[config.mk]
export PLATFORM = sky130hd
export DESIGN_NAME = reg_writeback
export DESIGN_NICKNAME = d
export VERILOG_FILES = /design/src/rtl/wb_pkg.sv /design/src/rtl/wb_fifo.sv /design/src/rtl/reg_writeback.sv
export SDC_FILE = /design/constraint.sdc
export NUM_CORES = 1
export LEC_CHECK = 0
export BUFFER_PORTS_ARGS = -buffer_cell sky130_fd_sc_hd__buf_4
export CAP_MARGIN = 20
export CELL_PAD_IN_SITES_DETAIL_PLACEMENT = 0
export CELL_PAD_IN_SITES_GLOBAL_PLACEMENT = 1
export CORE_ASPECT_RATIO = 0.8
export CORE_MARGIN = 2
export CORE_UTILIZATION = 45
export CTS_CLUSTER_SIZE = 40
export DETAILED_ROUTE_END_ITERATION = 10
export PLACE_DENSITY = 0.79
export SYNTH_ARGS = -nofsm -noshare
export SYNTH_HDL_FRONTEND = slang
export SYNTH_HIERARCHICAL = 1
export SYNTH_SLANG_ARGS = --single-unit
export TNS_END_PERCENT = 5
[constraint.sdc]
create_clock -name clk -period 17.22 [get_ports clk]
set_input_delay 4.305 -clock clk [delete_from_list [all_inputs] [get_ports clk]]
set_output_delay 4.305 -clock clk [all_outputs]
set_load 0.1 [all_outputs]
[src/rtl/wb_pkg.sv]
// Shared types and defaults for the register-file write-back path.
package wb_pkg;

    localparam int unsigned ADDR_W_DEF     = 5;
    localparam int unsigned DATA_W_DEF     = 32;
    localparam int unsigned FIFO_DEPTH_DEF = 2;

    // Register 0 is hard-wired; writes to it are swallowed.
    localparam int unsigned REG_ZERO = 0;

    typedef struct packed {
        logic [ADDR_W_DEF-1:0] rd;
        logic [DATA_W_DEF-1:0] data;
        logic                  is_load;
    } wb_entry_t;

endpackage

[src/rtl/wb_fifo.sv]
// Synchronous FIFO of write-back entries; DEPTH must be a power of two >= 2.
module wb_fifo
    import wb_pkg::*;
#(
    parameter int unsigned DEPTH   = FIFO_DEPTH_DEF,
    parameter type         entry_t = wb_entry_t
) (
    input  logic   clk,
    input  logic   rst,
    input  logic   push,
    input  logic   pop,
    input  entry_t wdata,
    output entry_t rdata,
    output logic   full,
    output logic   empty
);

    localparam int unsigned PW = $clog2(DEPTH);

    entry_t          mem [DEPTH];
    logic   [PW:0]   wr_ptr;
    logic   [PW:0]   rd_ptr;

    // Extra pointer MSB distinguishes full from empty when the indices match.
    assign empty = (wr_ptr == rd_ptr);
    assign full  = (wr_ptr[PW] != rd_ptr[PW]) && (wr_ptr[PW-1:0] == rd_ptr[PW-1:0]);
    assign rdata = mem[rd_ptr[PW-1:0]];

    always_ff @(posedge clk) begin
        if (rst) begin
            wr_ptr <= '0;
            rd_ptr <= '0;
        end else begin
            if (push && !full)
                wr_ptr <= wr_ptr + (PW+1)'(1);
            if (pop && !empty)
                rd_ptr <= rd_ptr + (PW+1)'(1);
        end
    end

    always_ff @(posedge clk) begin
        if (!rst && push && !full)
            mem[wr_ptr[PW-1:0]] <= wdata;
    end

endmodule

[src/rtl/reg_writeback.sv]
// Write-port arbiter (ALU over buffered loads) with pending-load scoreboard.
// Optional WB_BYPASS_EN adds write-port forwarding to the decode read ports.
module reg_writeback
    import wb_pkg::*;
#(
    parameter int unsigned ADDRESS_WIDTH = ADDR_W_DEF,
    parameter int unsigned DATA_WIDTH    = DATA_W_DEF,
    parameter int unsigned FIFO_DEPTH    = FIFO_DEPTH_DEF
) (
    input  logic                     clk,
    input  logic                     rst,
    input  logic                     alu_valid,
    input  logic [ADDRESS_WIDTH-1:0] alu_rd,
    input  logic [DATA_WIDTH-1:0]    alu_data,
    input  logic                     ld_issue,
    input  logic [ADDRESS_WIDTH-1:0] ld_rd,
    input  logic                     mem_valid,
    output logic                     mem_ready,
    input  logic [ADDRESS_WIDTH-1:0] mem_rd,
    input  logic [DATA_WIDTH-1:0]    mem_data,
    input  logic [ADDRESS_WIDTH-1:0] rs1,
    input  logic [ADDRESS_WIDTH-1:0] rs2,
    output logic                     hazard,
    output logic                     WE3,
    output logic [ADDRESS_WIDTH-1:0] ad3,
    output logic [DATA_WIDTH-1:0]    WD3
`ifdef WB_BYPASS_EN
    ,
    output logic                     byp1_en,
    output logic [DATA_WIDTH-1:0]    byp1_data,
    output logic                     byp2_en,
    output logic [DATA_WIDTH-1:0]    byp2_data
`endif
);

    localparam int unsigned              NREGS = 2 ** ADDRESS_WIDTH;
    localparam logic [ADDRESS_WIDTH-1:0] RZ    = REG_ZERO[ADDRESS_WIDTH-1:0];

    typedef struct packed {
        logic [ADDRESS_WIDTH-1:0] rd;
        logic [DATA_WIDTH-1:0]    data;
        logic                     is_load;
    } wb_slot_t;

    wb_slot_t           fifo_in;
    wb_slot_t           fifo_head;
    wb_slot_t           sel;
    logic               sel_valid;
    logic               fifo_full;
    logic               fifo_empty;
    logic               push;
    logic               pop;
    logic               is_load_q;
    logic [NREGS-1:0]   sb_q;
    logic [NREGS-1:0]   sb_d;
    logic               src1_hit;
    logic               src2_hit;

    assign mem_ready = !rst && !fifo_full;
    assign push      = mem_valid && mem_ready;
    assign pop       = !alu_valid && !fifo_empty;
    assign fifo_in   = '{rd: mem_rd, data: mem_data, is_load: 1'b1};

    wb_fifo #(
        .DEPTH   (FIFO_DEPTH),
        .entry_t (wb_slot_t)
    ) u_fifo (
        .clk   (clk),
        .rst   (rst),
        .push  (push),
        .pop   (pop),
        .wdata (fifo_in),
        .rdata (fifo_head),
        .full  (fifo_full),
        .empty (fifo_empty)
    );

    always_comb begin
        sel       = '{rd: alu_rd, data: alu_data, is_load: 1'b0};
        sel_valid = alu_valid;
        if (!alu_valid) begin
            sel       = fifo_head;
            sel_valid = !fifo_empty;
        end
    end

    always_ff @(posedge clk) begin
        if (rst) begin
            WE3       <= 1'b0;
            ad3       <= '0;
            WD3       <= '0;
            is_load_q <= 1'b0;
        end else if (sel_valid) begin
            WE3       <= (sel.rd != RZ);
            ad3       <= sel.rd;
            WD3       <= sel.data;
            is_load_q <= sel.is_load;
        end else begin
            WE3       <= 1'b0;
            is_load_q <= 1'b0;
        end
    end

    // Clear first so a same-cycle re-issue to the same register stays pending.
    always_comb begin
        sb_d = sb_q;
        if (WE3 && is_load_q)
            sb_d[ad3] = 1'b0;
        if (ld_issue && ld_rd != RZ)
            sb_d[ld_rd] = 1'b1;
    end

    always_ff @(posedge clk) begin
        if (rst)
            sb_q <= '0;
        else
            sb_q <= sb_d;
    end

    assign src1_hit = (rs1 != RZ) && sb_q[rs1];
    assign src2_hit = (rs2 != RZ) && sb_q[rs2];

`ifdef WB_BYPASS_EN
    assign byp1_en   = WE3 && (ad3 == rs1) && (rs1 != RZ);
    assign byp2_en   = WE3 && (ad3 == rs2) && (rs2 != RZ);
    assign byp1_data = WD3;
    assign byp2_data = WD3;
    assign hazard    = (src1_hit && !byp1_en) || (src2_hit && !byp2_en);
`else
    assign hazard    = src1_hit || src2_hit;
`endif

endmodule

==> reports/metrics.csv <==
stage,metric,value,unit
synth,Post-synth ARST share,0,%
power_and_ir_drop,leak pwr,0.003383,uW
final_layout,post-layout util,58.44,%
setup_path,Setup crit end kind,output pin,
setup_path,Critical R2R Launch,u_fifo/rd_ptr[0],
floorplan,Boundary Pins,134,
sta,worst slew pin tran,1.092,ns
power_and_ir_drop,worst ir drop on vdd,94.30,uV
clock_network,CTS tree,done,
status,outcome,finished clean,
clock_network,"Hold-fix buffers, CTS",0,
floorplan,die width,140.4,um
routing,routed wl met2,7.377,mm
worst_hold_path,Hold Path Stages,1,
sta,Post-Route Skew,0.008820,ns
setup_path,R2R Setup Slk,14.43,ns
grt,first-pass GRT wire length,25.88,mm
clock_network,number of gates resized after CTS,0,
clock_network,total CTS buffers,17,
synth,Synth Warn #,6,
setup_path,R2R cell count,6,
grt,total track usage,21.31,%
sta,RSZ-0062 raised after global routing,no,
routing,uppermost routed layer,met4,
routing,Routed WL per cell,18.14,um
setup_path,R2R Path End,u_fifo/mem[0][3],
routing,first drt pass iteration count,5,
routing,DR iter-0 viols,381,
clock_network,Clock Latency Late Sink,0.42,ns
synth,Synth cell types,45,
routing,Avg Vias per Cell,5.497,
setup_path,Crit Path Category,in -> out,
grt,pin count of the biggest net entering global routing,79,
synth,mapped cell area,6695,um2
clock_network,clk slew on worst S/H paths,0.06,ns
sta,maximum clock frequency,95.00,MHz
synth,Mapped Cells,594,
worst_hold_path,HP Class,reg -> reg,
final_layout,area grow syn2layout,25.66,%
clock_network,Post CTS Setup Buffer Count,0,
final_layout,Antenna Cells,0,
sta,min Tclk post-route,10.53,ns
synth,Post-Syn Area per Cell,11.27,um2
worst_hold_path,WHS Endpoint,sb_q[0],
final_layout,layout cell share with drive strength beyond 1,30.17,%
grt,antenna violations before repair,0,
routing,DR DRC count,0,
power_and_ir_drop,PwrDens,115.4,nW/um2
synth,Most used DFF post-synth,edfxtp_1,
synth,post-synthesis sequential area ratio,56.81,%
routing,routed wire length,16.50,mm
final_layout,"commonest non-fill, non-tap cell in the layout",buf_4,
final_layout,most frequent cells in the layout,"buf_4, nor2_1, edfxtp_1",
sta,Slew Limit Headroom,27.01,%
placed_design,routability cong.,0.8885,
setup_path,CP max FO,12,
clock_network,Clock Path Buffers,2,
grt,vias in the first global route,4958,
placed_design,post-DP HPWL,11.21,mm
sta,Max Transition Viols Final,0,
routing,M1 wire length,7.249,mm
clock_network,TritonCTS Sinks,152,
sta,fin crit share,61.13,%
setup_path,crit path launch type,primary input,
sta,Final Setup Violations,0,
flow_run,maxcap violations,0,
clock_network,H-tree levels,4,
clock_network,Root Driver,clkbuf_16,
floorplan,Chip Height,113.1,um
synth,number of synthesized register bits,152,
floorplan,Core ar.,14400,um2
sta,Final TNS setup,0,ns
routing,DRT antenna net count,0,
grt,total grt overflow,0,
placed_design,I/O Buffers,133,
setup_path,WP data required,12.91,ns
routing,routed via count,5002,
final_layout,nets,807,
floorplan,Core Rows,39,
sta,final hold vios,0,
routing,detailed route wirelength on metal3,1.656,mm
floorplan,DIE AREA,15880,um2
floorplan,Initial Util,46.51,%
synth,number of synthesized flops with an enable pin,76,
worst_hold_path,HP Start,sb_q[0],
setup_path,Worst EP arrival,6.22,ns
## cell usage after synthesis, types with 5 or more instances
cell type / n / area (um2)
a21oi_1: 73 / 365.4
buf_2: 6 / 30.03
clkbuf_1: 26 / 97.59
dfxtp_1: 76 / 1521
edfxtp_1: 76 / 2282
inv_1: 5 / 18.77
mux2_2: 41 / 461.7
mux2i_1: 45 / 450.4
mux4_1: 8 / 210.2
nand2_1: 45 / 168.9
nor2_1: 95 / 356.6
nor3b_1: 6 / 45.04
o21ai_0: 31 / 155.2
## cells by family (layout without fill, tap and decap cells)
group / Yosys count / after routing / share of synthesized area (%)
other cells: 1 / 2 / 0.05601
simple gates: 176 / 176 / 11.70
xor+xnor: 3 / 3 / 0.5047
buf+inv: 42 / 173 / 2.747
compound gates: 122 / 122 / 10.07
mux: 98 / 98 / 18.11
flops: 152 / 152 / 56.81
## critical path, stage by stage
cell,delay (ns)
buf_4,0.20
mux2_2,0.37
a221oi_1,0.28
a2111oi_0,0.13
a31o_1,0.22
or4_1,0.47
buf_4,0.25
## stage by stage
step	area, um2	worst slack, ns	std cells	hold WS (ns)	power (uW)
after floorplan	6699	6.543	595	0.4566	550.9
after global placement	7812	6.711	878	0.4841	598.3
after detailed placement	7812	6.696	878	0.4945	601.6
after CTS	8413	6.702	910	0.5056	978.6
after global routing	8413	6.590	910	0.5163	1007
final	8413	6.693	910	0.5030	970.8
## worst max-delay path by stage
stage / startpoint / depth (start not counted) / to / slack (ns)
5_1_grt: rs2[0] / 7 / hazard / 6.59
2_1_floorplan: rst / 4 / u_fifo/mem[0][0] / 6.54
3_5_place_dp: rs2[0] / 7 / hazard / 6.70
4_1_cts: rs2[1] / 7 / hazard / 6.70
3_3_place_gp: rs2[1] / 7 / hazard / 6.71
6_report: rs2[0] / 7 / hazard / 6.69
## registers in the layout, indices dropped and copies added (netlist names), named ones only
signal         cells
WD3               32
WE3                1
ad3                5
is_load_q          1
sb_q              32
u_fifo/mem        76
u_fifo/rd_ptr      2
u_fifo/wr_ptr      2
## report_power, final
group / leakage (uW) / internal [uW] / switching, uW
clock: 0.000294 / 229 / 148
combinational: 0.00178 / 64.8 / 119
sequential: 0.00131 / 395 / 15.3
total: 0.00338 / 689 / 282
## metal layers
| metal | vias to the layer above | global-route usage [%] |
|---|---|---|
| li1 | 2417 | - |
| met3 | 21 | 7.237 |
| met2 | 201 | 32.78 |
| met1 | 2363 | 28.69 |
| met5 | - | 0 |
| met4 | 0 | 6.734 |
## area by class of cell
| class | count | area (um2) |
|---|---|---|
| Inverter | 5 | 18.77 |
| Timing Repair Buffer | 136 | 1021 |
| Tap cell | 184 | 230.2 |
| Sequential cell | 152 | 3805 |
| Clock inverter | 14 | 171.4 |
| Multi-Input combinational cell | 401 | 2738 |
| Fill cell | 1176 | 5982 |
| Clock buffer | 18 | 429.2 |
(Power assumes the default switching activity.)
